<file path="src/rtl/cfglut_gen.sv">
// cfglut_gen: run-time reconfigurable K-input LUT, CFGLUT5 style, serial config
//   Params : K (2..6 inputs), INIT (reset truth table, bits [2^K-1:0] used)
//   Inputs : CLK, RST (async, active-high), CE (shift enable), CDI (serial data),
//            I (LUT address), LOAD/LOAD_DATA (parallel load, CFGLUT_PARALLEL_LOAD_EN only)
//   Outputs: O = table[I], OL = lower-half lookup, CDO = table MSB (cascade),
//            CFG_VALID = table holds a complete configuration
//   Macro  : CFGLUT_PARALLEL_LOAD_EN enables the LOAD/LOAD_DATA parallel load path
module cfglut_gen #(
   parameter int K = 5,
   parameter logic [63:0] INIT = 64'h0
) (
   input  logic CLK,
   input  logic RST,
   input  logic CE,
   input  logic CDI,
   input  logic [K-1:0] I,
`ifdef CFGLUT_PARALLEL_LOAD_EN
   input  logic LOAD,
   input  logic [(1<<K)-1:0] LOAD_DATA,
`endif
   output logic O,
   output logic OL,
   output logic CDO,
   output logic CFG_VALID
);
   localparam int N = 1 << K;
   if (K < 2 || K > 6) begin : g_bad_k
      $error("cfglut_gen: K must be in 2..6");
   end
   logic [N-1:0] tbl;
   logic [K:0] cnt;
   logic last;
   assign last = cnt == (K+1)'(N-1);
   always_ff @(posedge CLK or posedge RST)
      if (RST) begin
         tbl <= INIT[N-1:0];
         cnt <= '0;
         CFG_VALID <= 1'b1;
      end
`ifdef CFGLUT_PARALLEL_LOAD_EN
      else if (LOAD) begin
         tbl <= LOAD_DATA;
         cnt <= '0;
         CFG_VALID <= 1'b1;
      end
`endif
      else if (CE) begin
         tbl <= {tbl[N-2:0], CDI};
         cnt <= last ? '0 : cnt + (K+1)'(1);
         CFG_VALID <= last;
      end
   assign O = tbl[I];
   assign OL = tbl[{1'b0, I[K-2:0]}];
   assign CDO = tbl[N-1];
endmodule

</file>
<file path="config.mk">
export PLATFORM = sky130hd
export DESIGN_NAME = cfglut_gen
export DESIGN_NICKNAME = d
export VERILOG_FILES = /design/src/rtl/cfglut_gen.sv
export SDC_FILE = /design/constraint.sdc
export NUM_CORES = 1
export LEC_CHECK = 0
export ABC_AREA = 0
export BUFFER_PORTS_ARGS = -buffer_cell sky130_fd_sc_hd__buf_2
export CORE_MARGIN = 10
export CORE_UTILIZATION = 52
export DETAILED_ROUTE_END_ITERATION = 6
export PLACE_DENSITY = 0.7
export SETUP_SLACK_MARGIN = 0.02
export SLEW_MARGIN = 0
export SYNTH_ARGS = -nofsm -noshare
export SYNTH_HDL_FRONTEND = slang
export SYNTH_SLANG_ARGS = --single-unit
</file>
<file path="constraint.sdc">
create_clock -name CLK -period 1.5 [get_ports CLK]
set_clock_uncertainty 0.05 [all_clocks]
set_input_delay 0.075 -clock CLK [delete_from_list [all_inputs] [get_ports CLK]]
set_output_delay 0.075 -clock CLK [all_outputs]
set_load 0.1 [all_outputs]
</file>
# ---- After elaboration in Yosys (flattened, before gate mapping)
# Index checks and enable logic that the tools add are counted.
# Widths: inputs -> output; s select.
dict set report totals {
  register_bits 39
  word_cells 12
  output_inout_bits 4
}
dict set report classes {
  addsub 1
  n_lt_le_gt_ge 2
  mux 5
  n_eq_ne 1
}
# cell count
set op_table {}
lappend op_table {{$add 6x1->6 const B} 1}
lappend op_table {{$eq 6x5->1 const B} 1}
lappend op_table {{$lt 4x6->1 const B} 1}
lappend op_table {{$lt 5x6->1 const B} 1}
lappend op_table {{$mux 6} 1}
lappend op_table {{$bmux 1 s5} 1}
lappend op_table {{$bmux 1 s4} 1}
lappend op_table {{$mux 1} 2}

# ---- Depth between registers and ports, before layout
# Gate-level depths: netlist of run 1.
dict set report depth {
  depth_word 2
  ltp_mapped 5
}

# ---- Least setup slack after synthesis of run 1
# OpenSTA, ideal clock, no wires.
dict set report synth_path {
  path_type {register to output}
  from {register tbl[31]}
  to {output port O}
  arrival_time_ns 2.453
  slack_ns -1.078
  path_stages_with_launch 5
  required_time_ns 1.375
  n_path_buf 0
  cell_sequence {dfrtp_1 > mux4_1 > o2bb2ai_1 > or4_1 > nand4_1}
}
dict set report synth_via {
  elab_chain_cells 2
}
# element line_no
set synth_lines {}
lappend synth_lines {{from (decl)} 30} ;# logic [N-1:0] tbl;
lappend synth_lines {{from (signal assigned)} 36} ;# tbl <= INIT[N-1:0];
lappend synth_lines {{from (signal assigned)} 48} ;# tbl <= {tbl[N-2:0], CDI};
lappend synth_lines {{$bmux 1 s5} 52} ;# assign O = tbl[I];
lappend synth_lines {{$mux 1 (not written as such)} 52}
lappend synth_lines {{to (decl)} 21} ;# output logic O,
# No other way between the ends. The select of a mux whose other input is x is not followed.

# ---- Worst setup path after layout of run 1
dict set report layout_path {
  from {register tbl[15]}
  to {output port O}
}
# The elaborated chain is that of the path after synthesis.

==> results by group, run 1 <==
Outcome
  • Outcome: finished, violations left
  • Failing checks: setup timing

Floorplan
  • I/O Pins: 13
  • Initial Utilization: 54.0%
  • Core ar.: 3340 um^2
  • Num rows: 21
  • Die H: 78.9 um
  • Width of the die: 78.9 um
  • Die area: 6220 um^2

Power
  • Total chip power: about 4000 uW
  • Worst IR Drop VDD: between 0.9 and 1 mV
  • Pwr/cell area: 1720 nW/um^2
  • Leak: roughly 0.0011 uW

Finish
  • Fin cells: 226
  • Ant. Diodes: 0
  • End-of-flow core utilization: 69.7%
  • Syn-to-layout area delta: 29.2%
  • # nets final: 189
  • Share of layout cells above drive strength 1: 59.4%

GRT
  • First-pass GRT wire length: about 6000 um
  • Vias in the first global route: 1298
  • Global route overflow: 0
  • Gr usage total: between 10% and 20%
  • Initial antenna violation count: 0
  • Pin count of the biggest net entering global routing: 40

Synth
  • Synth cell count leaders: dfrtp_1, mux2_2, inv_1
  • Asr flop ratio synth: 100%
  • Yosys cell types: 31
  • Post-synth EDFFs: 0
  • Syn_area_per_cell: 14.5 um^2
  • Area contributors post-synth: dfrtp_1, mux2_2, mux4_2, mux4_1, mux2i_1
  • Post-synth top area share: 52.8%
  • Most numerous cell in the Yosys netlist: dfrtp_1
  • Post-Synthesis Cells: roughly 120
  • Seq cells post-synth: 39
  • Sequential fraction of the synthesis area: a little over half
  • YS warnings: 0
  • Post-synth design cell area: around 1800 um^2
  • Area leader, netlist: dfrtp_1
  • Syn_nets: between 100 and 150
  • Synth Flop Type: dfrtp_1

Timing
  • RSZ-0062 raised after global routing: yes
  • Crit share post-route: 136%
  • Max-slew headroom: between 60% and 70%
  • Final hold violations: 0
  • Pins Over Slew Limit: 0
  • Post-layout min period: 2.03 ns
  • Slew of the pin with the lowest slew margin: 0.487 ns
  • Setup violators final: 2
  • Fmax: around 490 MHz
  • Setup WS post-layout: -0.534 ns

Detailed routing
  • Initial drt markers: 77
  • Post-DR vias/cell: 5.12
  • Via Count: 1156
  • Drt pass-1 iters: 4
  • Final WL: 3340 um
  • Post-DR wirelength/cell: 14.8 um
  • DRC errors left: 0
  • Post-detailed-route count of antenna-violating nets: 0

Setup path
  • Crit. End Element: primary output
  • Reg-to-reg endpoint: cnt[3]
  • Crit path launch: tbl[15]
  • Crit-path max FO: 2
  • Worst-case reg-to-reg path depth: 4
  • Reg2reg setup slack: 0.25 ns
  • Critical path type: flop to primary output
  • Arrival time at the worst endpoint: 1.91 ns
  • Beginning of the worst register-to-register path: cnt[0]
  • Worst Setup Start Kind: flop
  • Crit path to: O
  • Worst endpoint required time: 1.37 ns

Clocking
  • Root buf cell: clkbuf_4
  • CTS buffer count: 5
  • CTS tree: yes
  • Reg clk slew, reported paths: 0.11 ns
  • Sinks on Clock Net: 39
  • H-tree lvl count: 2
  • Max Root-Sink Buffers: 2
  • Clk_lat worst skew: approximately 0.33 ns

Place
  • Placer Congestion: 0.783
  • Placed Instances: 210
  • PortBufs: 12
  • Placement Setup Slack: -0.216 ns
  • Detail Placement HPWL: ~2400 um

Job
  • Number of max-cap violations: 0

Worst hold path
  • Worst min path class: input pin to flop
  • HP Start: CE
## critical path, cell delays in order (launching register included)
cell	delay, ns
dfrtp_1	0.39
mux4_2	0.46
mux2_4	0.31
nand3_2	0.06
nand4_1	0.15
buf_12	0.20
## placed cells by master (no fill, tap or decap), drive strengths merged
| cell | netlist | final |
|---|---|---|
| nor2b | 2 | 2 |
| or3 | 1 | 1 |
| inv | 5 | 5 |
| clkinv | 0 | 1 |
| o2bb2ai | 1 | 1 |
| nand3 | 2 | 2 |
| dfstp | 1 | 1 |
| mux2i | 4 | 4 |
| buf | 5 | 52 |
| nor3 | 1 | 1 |
| xor2 | 1 | 1 |
| mux2 | 34 | 34 |
| or4 | 1 | 1 |
| dlygate4sd3 | 0 | 2 |
| a21oi | 1 | 1 |
| dfrtp | 38 | 38 |
| a21o | 2 | 2 |
| a2111oi | 1 | 1 |
| xnor2 | 3 | 3 |
| nor2 | 3 | 3 |
| and3 | 1 | 1 |
| ha | 1 | 1 |
| a311oi | 1 | 1 |
| nor3b | 1 | 1 |
| nand4 | 3 | 3 |
| or2 | 1 | 1 |
| mux4 | 6 | 6 |
| nand2 | 3 | 3 |
| clkbuf | 1 | 7 |
## cell type report
cell class	instances	area (um^2)
flip-flops and latches	39	981
inverters	5	18.8
multi-input cells	74	797
clock buffers	7	45.0
well taps	46	57.6
clock inverters	1	5.00
repair buffers	54	423
fillers	260	1010
## stage by stage
| step | hold slack [ns] | cell area (um^2) | setup TNS, ns |
|---|---|---|---|
| final | 0.0192 | 2330 | -0.962 |
| after global routing | 0.0150 | 2330 | -1.14 |
| after CTS | 0.00627 | 2300 | -0.980 |
| after detailed placement | 0.161 | 2170 | -0.399 |
| after global placement | 0.160 | 2170 | -0.373 |
| after floorplan | 0.177 | 1820 | -0.821 |
## how the worst min path moves through the flow
| stage | to | depth (start not counted) | slack (ns) |
|---|---|---|---|
| 6_report | CFG_VALID | 3 | 0.02 |
| 5_1_grt | CFG_VALID | 3 | 0.01 |
| 4_1_cts | CFG_VALID | 3 | 0.006 |
| 3_5_place_dp | cnt[5] | 3 | 0.16 |
| 3_3_place_gp | tbl[29] | 3 | 0.16 |
| 2_1_floorplan | tbl[0] | 1 | 0.18 |
## power breakdown
| group | internal (uW) | total (uW) | switching, uW | leakage [uW] |
|---|---|---|---|---|
| sequential | 1480 | 1760 | 287 | 0.000478 |
| clock | 183 | 491 | 308 | 0.0000293 |
| combinational | 1070 | 1740 | 675 | 0.000597 |
| total | 2720 | 3990 | 1270 | 0.00110 |
## flip-flops by register name, indices dropped and copies added (netlist names)
signal and flops:
CFG_VALID 1, cnt 6, tbl 32
## kinds of logic (layout without fill, tap and decap cells)
group / Yosys count / in the layout / share of synthesized area [%]
fa+ha+maj: 1 / 1 / 0.694
flops: 39 / 39 / 54.2
buf+inv: 11 / 67 / 2.99
compound gates: 6 / 6 / 2.57
mux: 44 / 44 / 31.6
xor+xnor: 4 / 4 / 1.94
simple gates: 19 / 19 / 5.97
## layer usage
metal,up-vias,global-route usage [%],part of all wire (%)
li1,564,-,-
met1,575,13.2,43
met2,12,20.7,52
met3,5,3.83,3.7
met4,0,3.76,1.3
met5,-,0,0
## what timing repair did
action	CTS	global route
hold buffers	2	0
hold endpoints to repair	39	0
gates resized for setup	10	2
setup buffers	3	3
setup endpoints to repair	2	5
pin swaps	2	1
Note: power is estimated with default switching activity, not from simulation.
==> run 2, diff against run 1 <==
Settings changed: CORE_MARGIN 10 to 3.
==> results by group, run 2 (synthesis results as in run 1) <==
Power
  • Combinational Power Share: 41.4%
  • Sequential power share: 45.2%
  • Sw Share: 32.3%
  • Clock network fraction of total power: 13.4%
  • Worst IR Drop VDD: 1.03 mV
  • Leak: 0.00107 uW
  • Total chip power: between 3000 and 4000 uW
  • Psw: 1260 uW
  • Pwr/cell area: ~1700 nW/um^2
  • P_int: 2630 uW

Floorplan
  • Die H: around 65 um
  • Initial Utilization: 56.7%
  • Die area: 4210 um^2
  • Width of the die: 64.9 um
  • Core ar.: 3180 um^2
  • Num rows: 20
  • I/O Pins: 13

Place
  • Placement Setup Slack: -0.227 ns
  • Detail Placement HPWL: ~2400 um
  • PortBufs: 12
  • Placer Congestion: 0.808
  • Placed Instances: 207

Detailed routing
  • Drt pass-1 iters: 4
  • DRC errors left: 0
  • Via Count: 1159
  • Post-DR vias/cell: roughly 5.3
  • Post-DR wirelength/cell: 14.9 um
  • Final WL: 3230 um
  • Initial drt markers: 40
  • Post-detailed-route count of antenna-violating nets: 0

Finish
  • Syn-to-layout area delta: 26.0%
  • Number of flip-flops in the largest register: 32
  • # nets final: 182
  • Ant. Diodes: 0
  • Reg with most FFs: tbl
  • Fin cells: 217
  • Most frequent cells in the layout: dfrtp_1, mux2_2, buf_4
  • Commonest non-fill, non-tap cell in the layout: dfrtp_1
  • Share of layout cells above drive strength 1: 56.6%
  • Top flop regs: tbl: 32 flops, cnt: 6 flops, CFG_VALID: 1 flops

Setup path
  • Crit. End Element: primary output
  • Crit-path slowest cell: mux4_2
  • Crit-path cells: mux4_2, mux2_4, nand3_2, nand4_1, buf_8
  • CP max stage delay: 0.46 ns
  • Arrival time at the worst endpoint: 1.91 ns
  • Crit-path max FO: 3
  • Worst endpoint required time: 1.37 ns
  • Worst Setup Start Kind: flop
  • Critical path type: flop to primary output

Clocking
  • Root buf cell: clkbuf_4
  • Clk_lat worst skew: 0.34 ns
  • CTS tree: yes
  • Max Root-Sink Buffers: 2
  • H-tree lvl count: 2
  • Reg clk slew, reported paths: around 0.12 ns
  • Sinks on Clock Net: 39
  • CTS buffer count: 5

Timing
  • Setup violators final: 2
  • Final hold violations: 0
  • Post-layout min period: 2.03 ns
  • Fmax: approximately 500 MHz
  • Setup WS post-layout: -0.530 ns
  • Crit share post-route: 135%
  • RSZ-0062 raised after global routing: yes
  • Total Negative Setup Slacks: -0.982 ns
  • Max-slew headroom: a little under 70%
  • Pins Over Slew Limit: 0
  • Slew of the pin with the lowest slew margin: 0.486 ns

Outcome
  • Outcome: finished, violations left
  • Failing checks: setup timing

GRT
  • Vias in the first global route: 1263
  • Pin count of the biggest net entering global routing: 40
  • First-pass GRT wire length: 5770 um
  • Gr usage total: 18.6%
  • Initial antenna violation count: 0
  • Global route overflow: 0

Job
  • Number of max-cap violations: 0

Worst hold path
  • Worst min path class: input pin to flop
run 2: final cells by class:
class,count,area (um^2)
sequential,39,981
fill,244,908
multi-input combinational,74,793
timing repair buffer,47,368
tap,44,55.1
clock buffer,6,41.3
inverter,5,18.8
clock inverter,2,12.5
run 2: repair_timing:
action / in CTS / in global routing
gates resized for setup: 8 / 2
setup buffers: 0 / 0
pin swaps: 3 / 1
hold endpoints to repair: 40 / 0
hold buffers: 2 / 0
endpoints found under the setup margin: 2 / 5
run 2: per-layer routing:
metal  wire [um]  track usage (%)
met3         133             5.72
met5           0                0
met4          32             6.33
met1        1450             23.1
met2        1610             30.7
run 2: path summary, 6_finish.rpt:
path	end	startpoint	cells past startpoint	slack, ns
worst min-delay path	cnt[4]	CE	4	0.16
worst min register to register	cnt[4]	cnt[4]	1	0.45
worst max register to register	cnt[3]	cnt[0]	4	0.23
max in group asynchronous	CFG_VALID	RST	4	0.90
worst max-delay path	O	tbl[2]	5	-0.53
min in group asynchronous	cnt[0]	RST	4	0.25
run 2: stage by stage:
stage          cell area (um^2)  hold WS [ns]  util (%)
2_1_floorplan              1820         0.177         -
6_report                   2270         0.159      71.4
3_3_place_gp               2160        0.0883      68.0
5_1_grt                    2270         0.196      71.4
3_5_place_dp               2160        0.0953      68.0
4_1_cts                    2260         0.118      71.2
run 2: critical path, delay by kind of cell, from the launching register on:
| family | cells | cell delay, ns |
|---|---|---|
| AND/OR/NAND/NOR | 2 | 0.18 |
| buffers and inverters | 1 | 0.21 |
| multiplexers | 2 | 0.75 |
| flip-flops | 1 | 0.42 |
run 2: power by group through the flow:
stage	Clock [uW]	Sequential (uW)	Combinational (uW)
after floorplan	0	1740	884
after global placement	0	1760	1500
after detailed placement	0	1770	1550
after CTS	537	1750	1630
after global routing	583	1820	1750
final	521	1760	1610
==> run 3, diff against run 2 <==
--- a/config.mk
+++ b/config.mk
@@ -8,3 +8,3 @@
 export ABC_AREA = 0
-export BUFFER_PORTS_ARGS = -buffer_cell sky130_fd_sc_hd__buf_2
+export BUFFER_PORTS_ARGS = -buffer_cell sky130_fd_sc_hd__buf_4
 export CORE_MARGIN = 3
==> constraint.sdc (replaced) <==
create_clock -name CLK -period 1.5 [get_ports CLK]
set_clock_uncertainty 0.05 [all_clocks]
set_input_delay 0.375 -clock CLK [delete_from_list [all_inputs] [get_ports CLK]]
set_output_delay 0.375 -clock CLK [all_outputs]
set_load 0.1 [all_outputs]
==> results by group, run 3 (synthesis results as in run 1) <==
Outcome
  • Outcome: finished, violations left
  • Failing checks: setup timing

GRT
  • Met2 Resource Use GR: between 20% and 30%
  • Grt met3 use: 6.24%
  • First-pass GRT wire length: roughly 5800 um
  • Pin count of the biggest net entering global routing: 40
  • Vias in the first global route: 1216
  • Gr usage total: 18.5%
  • GR Layer Usage met1: 23.9%
  • Grt peak-use layer: met2
  • Initial antenna violation count: 0
  • Global route overflow: 0

Timing
  • Max-slew headroom: between 70% and 80%
  • Fmax: 429 MHz
  • Pins Over Slew Limit: 0
  • RSZ-0062 raised after global routing: yes
  • WHS: 0.0162 ns
  • Setup WS post-layout: -0.828 ns
  • Post-layout min period: 2.33 ns
  • Final hold violations: 0
  • Crit share post-route: 155%
  • Slew of the pin with the lowest slew margin: roughly 0.43 ns
  • Setup violators final: 4

Setup path
  • CP max stage delay: 0.48 ns
  • Worst Setup Start Kind: flop
  • Crit-path slowest cell: mux4_2
  • Arrival time at the worst endpoint: 1.90 ns
  • Worst endpoint required time: 1.07 ns
  • Crit. End Element: primary output
  • Crit-path max FO: 2
  • Critical path type: flop to primary output
  • Crit-path cells: mux4_2, mux2_4, nand3_2, nand4_1, buf_6

Finish
  • Most frequent cells in the layout: buf_4, dfrtp_1, mux2_2
  • # nets final: 185
  • Reg with most FFs: tbl
  • Fin cells: 220
  • Syn-to-layout area delta: 31.3%
  • Fillers: approximately 220
  • Commonest non-fill, non-tap cell in the layout: buf_4
  • Share of layout cells above drive strength 1: 58.5%
  • Number of flip-flops in the largest register: 32
  • Ant. Diodes: 0
  • Top flop regs: tbl: 32 flops, cnt: 6 flops, CFG_VALID: 1 flops

Detailed routing
  • DRC errors left: 0
  • Via Count: 1183
  • Drt pass-1 iters: 4
  • Post-detailed-route count of antenna-violating nets: 0
  • Post-DR vias/cell: around 5.4
  • Final WL: 3380 um
  • Initial drt markers: 48
  • Post-DR wirelength/cell: 15.4 um

Clocking
  • Clk_lat worst skew: roughly 0.34 ns
  • Reg clk slew, reported paths: 0.11 ns
  • CTS buffer count: 5
  • H-tree lvl count: 2
  • Sinks on Clock Net: 39
  • CTS tree: yes
  • Hold buffer count at cts: 0
  • Max Root-Sink Buffers: 2
  • Root buf cell: clkbuf_4

Power
  • Total chip power: 4210 uW
  • Worst IR Drop VDD: ~1.0 mV
  • Pwr/cell area: 1780 nW/um^2
  • Leak: 0.00112 uW

Worst hold path
  • Worst min path class: input pin to asynchronous set/reset pin

Place
  • Placement Setup Slack: -0.691 ns
  • PortBufs: 12
  • Placed Instances: 209
  • Placer Congestion: 0.825
  • Detail Placement HPWL: 2500 um

Floorplan
  • Initial Utilization: between 50% and 60%
  • Die area: 4210 um^2
  • I/O Pins: 13
  • Core ar.: roughly 3200 um^2
  • Num rows: 20
  • Width of the die: roughly 65 um
  • Die H: 64.9 um

Job
  • Number of max-cap violations: 0
run 3: cell types whose count changed in the layout (fill, tap and decap cells not counted), moves of 2 or more:
| cell | change |
|---|---|
| buf_12 | +2 |
| dlygate4sd3_1 | -2 |
| buf_4 | +12 |
| bufinv_16 | +2 |
| buf_6 | +2 |
| buf_2 | -9 |
run 3: report_power, final:
part           internal [uW]  switching (uW)
clock                    520             331
combinational            950             618
sequential              1480             313
total                   2950            1260
run 3: cell type report:
cell class              count  area (um^2)  share of cell area (%)
multi-input cells          74          777                    32.8
clock inverters             2         60.1                    2.54
clock buffers               6         41.3                    1.75
flip-flops and latches     39          981                    41.5
inverters                   5         18.8                   0.793
repair buffers             50          433                    18.3
well taps                  44         55.1                    2.33
run 3: through the flow:
step	util, %	setup TNS, ns	area [um^2]
floorplan	-	-1.90	1810
CTS	73.6	-1.72	2340
global placement	68.9	-1.26	2190
global route	74.4	-1.93	2370
finish	74.4	-1.65	2370
detailed placement	68.9	-1.34	2190
run 3: repair_timing:
item                                    4_1_cts  5_1_grt
setup buffers                                 1        2
endpoints found under the setup margin        4        4
resized for setup                            10        3
hold endpoints to repair                      0        0
pin swaps                                     0        0
run 3: critical path, delay by kind of cell (launching register included):
family	cells	cell delay [ns]
muxes	2	0.78
and+or+nand+nor	2	0.16
buffers and inverters	1	0.20
DFF	1	0.41
run 3: path summary, 6_finish.rpt:
kind,start,end,slack [ns],cells after the start
max,tbl[15],O,-0.83,5
min in group CLK,CDI,tbl[0],0.21,2
max reg2reg,cnt[0],cnt[3],0.12,4
min reg2reg,cnt[4],cnt[4],0.46,1
min,RST,cnt[4],0.02,3
max in group asynchronous,RST,CFG_VALID,1.12,3
run 3: metal layers:
metal  up-vias  share of wire, %
met2        29                48
met1       588                46
met5         -                 0
met3        11               4.4
met4         0               2.3
li1        555                 -
